**config.mk**
```make
export PLATFORM = sky130hd
export DESIGN_NAME = dmem_arbiter_flat
export DESIGN_NICKNAME = d
export VERILOG_FILES = /design/src/rtl/dmem_arbiter_pkg.sv /design/src/rtl/dmem_arbiter_if.sv /design/src/rtl/dmem_arbiter.sv /design/src/flat_wrapper.sv
export SDC_FILE = /design/constraint.sdc
export NUM_CORES = 1
export LEC_CHECK = 0
export CORE_AREA = 2 2 115 117
export CTS_BUF_LIST = sky130_fd_sc_hd__clkbuf_8
export CTS_CLUSTER_SIZE = 14
export DETAILED_ROUTE_END_ITERATION = 6
export DIE_AREA = 0 0 117 119
export SYNTH_ARGS = -nofsm -noshare
export SYNTH_HDL_FRONTEND = slang
export SYNTH_SLANG_ARGS = --single-unit
```
**constraint.sdc**
```tcl
create_clock -name clk -period 4.44 [get_ports clk]
set_input_delay 1.332 -clock clk [delete_from_list [all_inputs] [get_ports clk]]
set_output_delay 1.332 -clock clk [all_outputs]
set_load 0.05 [all_outputs]
```
**src/rtl/dmem_arbiter_pkg.sv**
```systemverilog
// Shared definitions for the data-memory arbiter: owner-state encoding and default sizes.
package dmem_arbiter_pkg;

  typedef enum logic [1:0] {
    ST_IDLE = 2'd0,
    ST_CPU  = 2'd1,
    ST_DBG  = 2'd2,
    ST_DUMP = 2'd3
  } owner_e;

  localparam int MAX_CPU_RUN_DEF = 4;
  localparam int AW_DEF          = 32;

endpackage

```
**src/rtl/dmem_arbiter_if.sv**
```systemverilog
// CPU, debug-loader and memory-side signals of the data-memory arbiter, bundled as one interface.
interface dmem_arbiter_if
  import dmem_arbiter_pkg::*;
#(
  parameter int AW = AW_DEF
);

  logic          cpu_en;
  logic          cpu_wr;
  logic [AW-1:0] cpu_addr;
  logic [AW-1:0] cpu_wdata;
  logic [AW-1:0] cpu_rdata;
  logic          cpu_stall;

  logic          dbg_req;
  logic          dbg_wr;
  logic [AW-1:0] dbg_addr;
  logic [AW-1:0] dbg_wdata;
  logic          dbg_gnt;
  logic          dbg_rvalid;
  logic [AW-1:0] dbg_rdata;

  logic          mem_en;
  logic          mem_wr;
  logic [AW-1:0] mem_addr;
  logic [AW-1:0] mem_wdata;
  logic [AW-1:0] mem_rdata;

  // Arbiter side
  modport slave (
    input  cpu_en, cpu_wr, cpu_addr, cpu_wdata,
    output cpu_rdata, cpu_stall,
    input  dbg_req, dbg_wr, dbg_addr, dbg_wdata,
    output dbg_gnt, dbg_rvalid, dbg_rdata,
    output mem_en, mem_wr, mem_addr, mem_wdata,
    input  mem_rdata
  );

  // Requesters and memory side
  modport master (
    output cpu_en, cpu_wr, cpu_addr, cpu_wdata,
    input  cpu_rdata, cpu_stall,
    output dbg_req, dbg_wr, dbg_addr, dbg_wdata,
    input  dbg_gnt, dbg_rvalid, dbg_rdata,
    input  mem_en, mem_wr, mem_addr, mem_wdata,
    output mem_rdata
  );

endinterface

```
**src/rtl/dmem_arbiter.sv**
```systemverilog
// Data-memory arbiter between the CPU and the debug loader, with bounded CPU runs under
// debug contention and an absorbing dump state once the processor halts.
module dmem_arbiter
  import dmem_arbiter_pkg::*;
#(
  parameter int MAX_CPU_RUN = MAX_CPU_RUN_DEF,
  parameter int AW          = AW_DEF
) (
  input  logic          clk,
  input  logic          rst,
  input  logic          halt,
  output logic          mem_dump,
  dmem_arbiter_if.slave bus
);

  localparam int            CW      = $clog2(MAX_CPU_RUN + 1);
  localparam logic [CW-1:0] RUN_MAX = CW'(MAX_CPU_RUN);

  owner_e        state_q, state_d;
  logic [CW-1:0] run_cnt_q, run_cnt_d;
  logic          dbg_rvalid_q, dbg_rvalid_d;
  logic [AW-1:0] dbg_rdata_q, dbg_rdata_d;
  logic          mem_dump_q, mem_dump_d;
  logic          dbg_gnt;

  // State register
  always_ff @(posedge clk or negedge rst) begin
    if (!rst) begin
      state_q      <= ST_IDLE;
      run_cnt_q    <= '0;
      dbg_rvalid_q <= 1'b0;
      dbg_rdata_q  <= '0;
      mem_dump_q   <= 1'b0;
    end else begin
      state_q      <= state_d;
      run_cnt_q    <= run_cnt_d;
      dbg_rvalid_q <= dbg_rvalid_d;
      dbg_rdata_q  <= dbg_rdata_d;
      mem_dump_q   <= mem_dump_d;
    end
  end

  // Next-state: the run length is judged on the count including this cycle, so the
  // debug port wins right after the MAX_CPU_RUN-th contended CPU cycle.
  always_comb begin
    run_cnt_d = run_cnt_q;
    if (state_q == ST_DBG || !bus.dbg_req) begin
      run_cnt_d = '0;
    end else if (state_q == ST_CPU && bus.cpu_en && run_cnt_q != RUN_MAX) begin
      run_cnt_d = run_cnt_q + 1'b1;
    end

    state_d = ST_IDLE;
    if (state_q == ST_DUMP || halt) begin
      state_d = ST_DUMP;
    end else if (bus.dbg_req && (!bus.cpu_en || run_cnt_d == RUN_MAX)) begin
      state_d = ST_DBG;
    end else if (bus.cpu_en) begin
      state_d = ST_CPU;
    end else if (bus.dbg_req) begin
      state_d = ST_DBG;
    end

    mem_dump_d = (state_d == ST_DUMP) && (state_q != ST_DUMP);
  end

  // Outputs: memory port muxed from the registered owner only
  always_comb begin
    bus.mem_en    = 1'b0;
    bus.mem_wr    = 1'b0;
    bus.mem_addr  = '0;
    bus.mem_wdata = '0;
    bus.cpu_rdata = '0;
    bus.cpu_stall = bus.cpu_en;
    dbg_gnt       = 1'b0;
    unique case (state_q)
      ST_CPU: begin
        bus.mem_en    = bus.cpu_en;
        bus.mem_wr    = bus.cpu_wr;
        bus.mem_addr  = bus.cpu_addr;
        bus.mem_wdata = bus.cpu_wdata;
        bus.cpu_rdata = bus.mem_rdata;
        bus.cpu_stall = 1'b0;
      end
      ST_DBG: begin
        bus.mem_en    = bus.dbg_req;
        bus.mem_wr    = bus.dbg_wr;
        bus.mem_addr  = bus.dbg_addr;
        bus.mem_wdata = bus.dbg_wdata;
        dbg_gnt       = bus.dbg_req;
      end
      default: ;
    endcase
  end

  // Read-return capture runs off the grant alone, so a halt arriving mid-read still delivers it
  always_comb begin
    dbg_rvalid_d = dbg_gnt && !bus.dbg_wr;
    dbg_rdata_d  = dbg_rvalid_d ? bus.mem_rdata : dbg_rdata_q;
  end

  assign bus.dbg_gnt    = dbg_gnt;
  assign bus.dbg_rvalid = dbg_rvalid_q;
  assign bus.dbg_rdata  = dbg_rdata_q;
  assign mem_dump       = mem_dump_q;

endmodule

```
**src/flat_wrapper.sv**
```systemverilog
// flat-port wrapper written by rule: the top's interface ports become plain ports
module dmem_arbiter_flat import dmem_arbiter_pkg::*;
#(
  parameter int MAX_CPU_RUN = MAX_CPU_RUN_DEF,
  parameter int AW          = AW_DEF
)
  (clk, rst, halt, mem_dump, bus_cpu_en, bus_cpu_wr, bus_cpu_addr, bus_cpu_wdata, bus_cpu_rdata, bus_cpu_stall, bus_dbg_req, bus_dbg_wr, bus_dbg_addr, bus_dbg_wdata, bus_dbg_gnt, bus_dbg_rvalid, bus_dbg_rdata, bus_mem_en, bus_mem_wr, bus_mem_addr, bus_mem_wdata, bus_mem_rdata);
  dmem_arbiter_if #(.AW(AW)) bus_i ();
  input  logic clk;
  input  logic rst;
  input  logic halt;
  output logic mem_dump;
  input wire logic [$bits(bus_i.cpu_en)-1:0] bus_cpu_en;
  input wire logic [$bits(bus_i.cpu_wr)-1:0] bus_cpu_wr;
  input wire logic [$bits(bus_i.cpu_addr)-1:0] bus_cpu_addr;
  input wire logic [$bits(bus_i.cpu_wdata)-1:0] bus_cpu_wdata;
  output wire logic [$bits(bus_i.cpu_rdata)-1:0] bus_cpu_rdata;
  output wire logic [$bits(bus_i.cpu_stall)-1:0] bus_cpu_stall;
  input wire logic [$bits(bus_i.dbg_req)-1:0] bus_dbg_req;
  input wire logic [$bits(bus_i.dbg_wr)-1:0] bus_dbg_wr;
  input wire logic [$bits(bus_i.dbg_addr)-1:0] bus_dbg_addr;
  input wire logic [$bits(bus_i.dbg_wdata)-1:0] bus_dbg_wdata;
  output wire logic [$bits(bus_i.dbg_gnt)-1:0] bus_dbg_gnt;
  output wire logic [$bits(bus_i.dbg_rvalid)-1:0] bus_dbg_rvalid;
  output wire logic [$bits(bus_i.dbg_rdata)-1:0] bus_dbg_rdata;
  output wire logic [$bits(bus_i.mem_en)-1:0] bus_mem_en;
  output wire logic [$bits(bus_i.mem_wr)-1:0] bus_mem_wr;
  output wire logic [$bits(bus_i.mem_addr)-1:0] bus_mem_addr;
  output wire logic [$bits(bus_i.mem_wdata)-1:0] bus_mem_wdata;
  input wire logic [$bits(bus_i.mem_rdata)-1:0] bus_mem_rdata;
  assign bus_i.cpu_en = bus_cpu_en;
  assign bus_i.cpu_wr = bus_cpu_wr;
  assign bus_i.cpu_addr = bus_cpu_addr;
  assign bus_i.cpu_wdata = bus_cpu_wdata;
  assign bus_cpu_rdata = bus_i.cpu_rdata;
  assign bus_cpu_stall = bus_i.cpu_stall;
  assign bus_i.dbg_req = bus_dbg_req;
  assign bus_i.dbg_wr = bus_dbg_wr;
  assign bus_i.dbg_addr = bus_dbg_addr;
  assign bus_i.dbg_wdata = bus_dbg_wdata;
  assign bus_dbg_gnt = bus_i.dbg_gnt;
  assign bus_dbg_rvalid = bus_i.dbg_rvalid;
  assign bus_dbg_rdata = bus_i.dbg_rdata;
  assign bus_mem_en = bus_i.mem_en;
  assign bus_mem_wr = bus_i.mem_wr;
  assign bus_mem_addr = bus_i.mem_addr;
  assign bus_mem_wdata = bus_i.mem_wdata;
  assign bus_i.mem_rdata = bus_mem_rdata;
  dmem_arbiter #(.MAX_CPU_RUN(MAX_CPU_RUN), .AW(AW)) u_core (.clk(clk), .rst(rst), .halt(halt), .mem_dump(mem_dump), .bus(bus_i));
endmodule
```
# Word level (Yosys, flattened, before mapping)
# Index checks and enable logic that the tools add are counted.
dict set report totals {
  ff_bits 39
  in_bits 167
  out_inout_bits 134
  word_cells 37
}
dict set report classes {
  addsub 1
  n_eq_ne 7
  n_mux 13
  n_reduce_logical 11
}
# cell count
set ops {}
lappend ops {{one-hot mux 32 bit (2 select lines)} 2}
lappend ops {{2-to-1 mux 32 bit} 1}
lappend ops {{2-to-1 mux 2 bit} 4}
lappend ops {{equality test 2 bit (second input constant)} 3}
lappend ops {{2-to-1 mux 3 bit} 2}
lappend ops {{logical AND 1 bit} 5}
lappend ops {{one-hot mux 1 bit (2 select lines)} 2}
lappend ops {{adder 3 x 1 -> 3 bit (second input constant)} 1}
lappend ops {{equality test 3 bit (second input constant)} 1}
lappend ops {{zero test 1 bit} 3}
lappend ops {{logical OR 1 bit} 3}
lappend ops {{!= test 3 bit (second input constant)} 1}
lappend ops {{equality test 2 x 1 -> 1 bit (second input constant)} 1}
lappend ops {{2-to-1 mux 1 bit} 2}
lappend ops {{!= test 2 bit (second input constant)} 1}

# Logic depth before layout (Yosys ltp)
dict set report logic_depth {
  ltp_word 12
  ltp_mapped 9
  depth_no_buf 7
}

# Worst setup path after synthesis
# OpenSTA, ideal clock, no wires.
dict set report synth_path {
  path_kind {in2out}
  start {in bus_dbg_req}
  end {out bus_mem_en}
  arrival_time_ns 2.186
  t_required_ns 3.108
  setup_slack_ns 0.922
  stages 2
  n_path_buf 0
  path_cell_list {nand2_1 -> a21oi_1}
}
dict set report synth_between {
  elab_chain_len 1
}
# element line_no
set synth_rtl {}
lappend synth_rtl {{start, declared} flat_wrapper.sv:19} ;# input wire logic [$bits(bus_i.dbg_req)-1:0] bus_dbg_req;
lappend synth_rtl {{one-hot mux 1 bit (2 select lines)} dmem_arbiter.sv:76} ;# unique case (state_q)
lappend synth_rtl {{end, declared} flat_wrapper.sv:26} ;# output wire logic [$bits(bus_i.mem_en)-1:0] bus_mem_en;
# Every way passes these cells.

# Worst setup path in the final report
dict set report layout_path {
  start {in bus_mem_rdata[12]}
  end {out bus_cpu_rdata[12]}
}
dict set report layout_between {
  elab_chain_len 1
}
# element line_no
set layout_rtl {}
lappend layout_rtl {{start, declared} flat_wrapper.sv:30} ;# input wire logic [$bits(bus_i.mem_rdata)-1:0] bus_mem_rdata;
lappend layout_rtl {{2-to-1 mux 32 bit} dmem_arbiter.sv:76}
lappend layout_rtl {{end, declared} flat_wrapper.sv:17} ;# output wire logic [$bits(bus_i.cpu_rdata)-1:0] bus_cpu_rdata;
# Every way passes these cells.

==> Implementation_results.wiki <==
{| class="wikitable"
! Metric !! Value
|-
| Status || complete, no violations
|-
| Routed via count divided by cell count || 4.43
|-
| Maximum number of pins on one net before global-route repair || 56
|-
| Critical path launch point type || input pin
|-
| Share of synthesized area occupied by flip-flops and latches || 37.0%
|-
| Cell count after synthesis || 364
|-
| Worst-Skew Late Latency || 290 ps
|-
| Fraction of final layout cells sized beyond drive strength 1 || 13.6%
|-
| Final setup violation count || 0
|-
| Clock tree buffer depth || 2
|-
| Number of failing hold endpoints at the final stage || 0
|-
| Warning count from the yosys run || 0
|-
| Data required time of the worst path || 3110 ps
|-
| Signed area change from the synthesized netlist to the final layout || 116%
|-
| Vias in the first global route || 3585
|-
| Filler cell count in the final layout || 1321
|-
| Total half-perimeter wirelength after legalization and detailed placement || 9930 µm
|-
| Core footprint || 0.0129 mm²
|-
| Endpoint type of the worst setup path || output port
|-
| Die outline width || 117 µm
|-
| Die area || 0.0139 mm²
|-
| Hold-fix buffer count after cts || 0
|-
| Global-route wire length before repair || 18400 µm
|-
| Setup total negative slack || 0 ps
|-
| Area fraction of the dominant cell type after synthesis || 37.0%
|-
| RSZ-0062 raised after global routing || no
|-
| First-pass DRT Iterations || 4
|-
| Highest clock rate || 0.244 GHz
|-
| Static leakage || 2.38 nW
|-
| Placement Rows || 42
|-
| Total grt overflow || 0
|-
| Number of clock sinks || 39
|-
| Routed wire length || 12500 µm
|-
| ANT nets after route || 0
|-
| Port Buf Inserts || 300
|-
| Leading post-synthesis cells by cell area || sky130_fd_sc_hd__dfrtp_1 (37%), sky130_fd_sc_hd__a22oi_1 (19%), sky130_fd_sc_hd__nand2_1 (14%), sky130_fd_sc_hd__nor2_1 (9.5%), sky130_fd_sc_hd__and2_1 (7.6%)
|-
| Net count, final || 817
|-
| Number of buffers inserted to repair setup after CTS || 0
|-
| VDD IR max || 0.133 mV
|-
| Cell taking the most area after synthesis || sky130_fd_sc_hd__dfrtp_1
|-
| Crit share post-route || 92.3%
|-
| Starting Density || 20.5%
|-
| Worst R2R Path Depth || 8
|-
| Period minus WS final || 4100 ps
|-
| Clock buffers created by TritonCTS || 5
|-
| Fraction of registers with async set or reset after synthesis || 100%
|-
| Worst rel slew slack || 41.9%
|-
| Path category of the worst min-delay check || reg -> reg
|-
| TritonCTS clock tree || yes
|-
| Flop and latch count out of synthesis || 39
|-
| Antenna cell count || 0
|-
| Cell chosen for the clock root || sky130_fd_sc_hd__clkbuf_8
|-
| Worst path arrival time || 2770 ps
|-
| Total chip power || 0.875 mW
|-
| Vias after detailed routing || 3645
|-
| Placer Congestion || 0.772
|-
| Violation count after the first detailed-route iteration || 229
|-
| Maximum Capacitance Violations || 0
|-
| Mean Syn Cell Area || 7.24 µm²
|-
| Number of top-level design ports || 301
|-
| Antenna violations before repair || 0
|-
| Die height || 119 µm
|-
| Hold path cells || 2
|-
| Max-slew violation total from the final report || 0
|-
| Number of design rule violations left after detail routing || 0
|-
| Worst-path maximum fanout || 2
|-
| Transition time at the pin with the least slew margin || 871 ps
|-
| Clock tree skew after final layout || 18.2 ps
|-
| Clock-pin slew reported for the worst setup and hold paths after clock tree synthesis || 70 ps
|-
| EDFF count, synth || 0
|-
| Main flop type after synthesis || sky130_fd_sc_hd__dfrtp_1
|-
| Syn nets || 536
|-
| All-layer global routing usage || 16.7%
|-
| Classification of the worst setup path || in -> out
|-
| Wire length per cell after detailed routing || 15.3 µm
|-
| Synth unique cells || 27
|-
| Post-cts sizing count || 0
|-
| H-tree level count || 2
|-
| Areal power density over the cells || 153 mW/mm²
|-
| Worst reg2reg setup slack || 2130 ps
|-
| Post-synth design cell area || 0.00264 mm²
|}
[placed cells by master (no fill, tap or decap)]
master and instances:
sky130_fd_sc_hd__o21ai_1 1, sky130_fd_sc_hd__buf_12 1, sky130_fd_sc_hd__a21oi_1 1, sky130_fd_sc_hd__a211o_1 1
sky130_fd_sc_hd__buf_2 1, sky130_fd_sc_hd__or2_1 1, sky130_fd_sc_hd__ha_1 3, sky130_fd_sc_hd__xnor2_1 1
sky130_fd_sc_hd__buf_4 75, sky130_fd_sc_hd__nor2_1 67, sky130_fd_sc_hd__clkinv_4 1, sky130_fd_sc_hd__and2_1 32
sky130_fd_sc_hd__mux2i_1 1, sky130_fd_sc_hd__a311oi_1 1, sky130_fd_sc_hd__a22oi_1 65, sky130_fd_sc_hd__inv_1 7
sky130_fd_sc_hd__ha_2 2, sky130_fd_sc_hd__a211oi_2 1, sky130_fd_sc_hd__a211oi_1 1, sky130_fd_sc_hd__and3_1 1
sky130_fd_sc_hd__nor2b_1 3, sky130_fd_sc_hd__clkbuf_8 6, sky130_fd_sc_hd__a31oi_1 1, sky130_fd_sc_hd__nand2_1 100
sky130_fd_sc_hd__dfrtp_1 39, sky130_fd_sc_hd__clkdlybuf4s50_1 229, sky130_fd_sc_hd__or2b_1 1, sky130_fd_sc_hd__nor4b_1 1
sky130_fd_sc_hd__nand3_1 1, sky130_fd_sc_hd__inv_2 1
[state kept, by name, summed over array words and instances, names as in the netlist]
| register | flops |
|---|---|
| u_core.bus.dbg_rdata | 32 |
| u_core.run_cnt_q | 3 |
| u_core.bus.dbg_rvalid | 1 |
| u_core.state_q | 2 |
| u_core.mem_dump | 1 |
[synth_stat cells (all sizes together) (2+ instances only)]
cell type / n
a211oi: 2
buf: 14
a22oi: 65
nand2: 100
nor2: 67
and2: 32
inv: 7
nor2b: 3
clkbuf: 18
dfrtp: 39
ha: 5
[per-layer routing]
layer | share of wire, % | vias to the layer above | wire, µm | global-route usage (%)
li1 | - | 1770 | - | -
met1 | 38 | 1694 | 4740 | 19.0
met2 | 51 | 165 | 6440 | 30.4
met3 | 8.9 | 16 | 1110 | 3.87
met4 | 2.0 | 0 | 255 | 5.07
met5 | 0 | - | 0 | 0
[critical path, stage by stage]
cell,delay (ps)
sky130_fd_sc_hd__clkdlybuf4s50_1,490
sky130_fd_sc_hd__and2_1,140
sky130_fd_sc_hd__clkdlybuf4s50_1,800
[through the flow]
| step | instances | setup slack (ps) | cell area (µm²) | util (%) | hold slack, ps |
|---|---|---|---|---|---|
| 2_1_floorplan | 364 | 922 | 2640 | - | 539 |
| 3_3_place_gp | 814 | 361 | 5610 | 43.6 | 458 |
| 3_5_place_dp | 814 | 341 | 5610 | 43.6 | 463 |
| 4_1_cts | 822 | 341 | 5710 | 44.3 | 483 |
| 5_1_grt | 822 | 301 | 5710 | 44.3 | 498 |
| 6_report | 822 | 342 | 5710 | 44.3 | 475 |
[area by class of cell]
cell class                      count  area (µm²)  area share (%)
Sequential cell                    39         976            17.1
Tap cell                          176         220            3.86
Inverter                            7        26.3           0.461
Timing Repair Buffer              306        2880            50.5
Clock buffer                        6        82.6            1.45
Clock inverter                      2        12.5           0.219
Multi-Input combinational cell    286        1510            26.4
[cells by family (layout without fill, tap and decap cells)]
family          Yosys count  count (layout)  synth area share, %
compound gates           72              72                 20.6
xor+xnor                  1               1                0.332
fa+ha+maj                 5               5                 2.37
simple gates            207             207                 33.4
buf+inv                  39             321                 5.98
mux                       1               1                0.380
flops                    39              39                 37.0
[path summary, 6_finish.rpt]
kind	startpoint	endpoint
min reg2reg	u_core.bus.dbg_rdata[17]$_DFFE_PN0P_	u_core.bus.dbg_rdata[17]$_DFFE_PN0P_
max in group asynchronous	rst	u_core.run_cnt_q[0]$_DFF_PN0_
max	bus_mem_rdata[12]	bus_cpu_rdata[12]
min	u_core.bus.dbg_rdata[17]$_DFFE_PN0P_	u_core.bus.dbg_rdata[17]$_DFFE_PN0P_
max reg2reg	u_core.state_q[0]$_DFF_PN0_	u_core.bus.dbg_rdata[11]$_DFFE_PN0P_
min in group asynchronous	rst	u_core.bus.dbg_rdata[11]$_DFFE_PN0P_
[power breakdown]
group | switching (mW) | internal, mW
Sequential | 0.00683 | 0.368
Clock | 0.123 | 0.125
Combinational | 0.0972 | 0.155
Total | 0.227 | 0.648
Power figures use the tool's default switching activity.
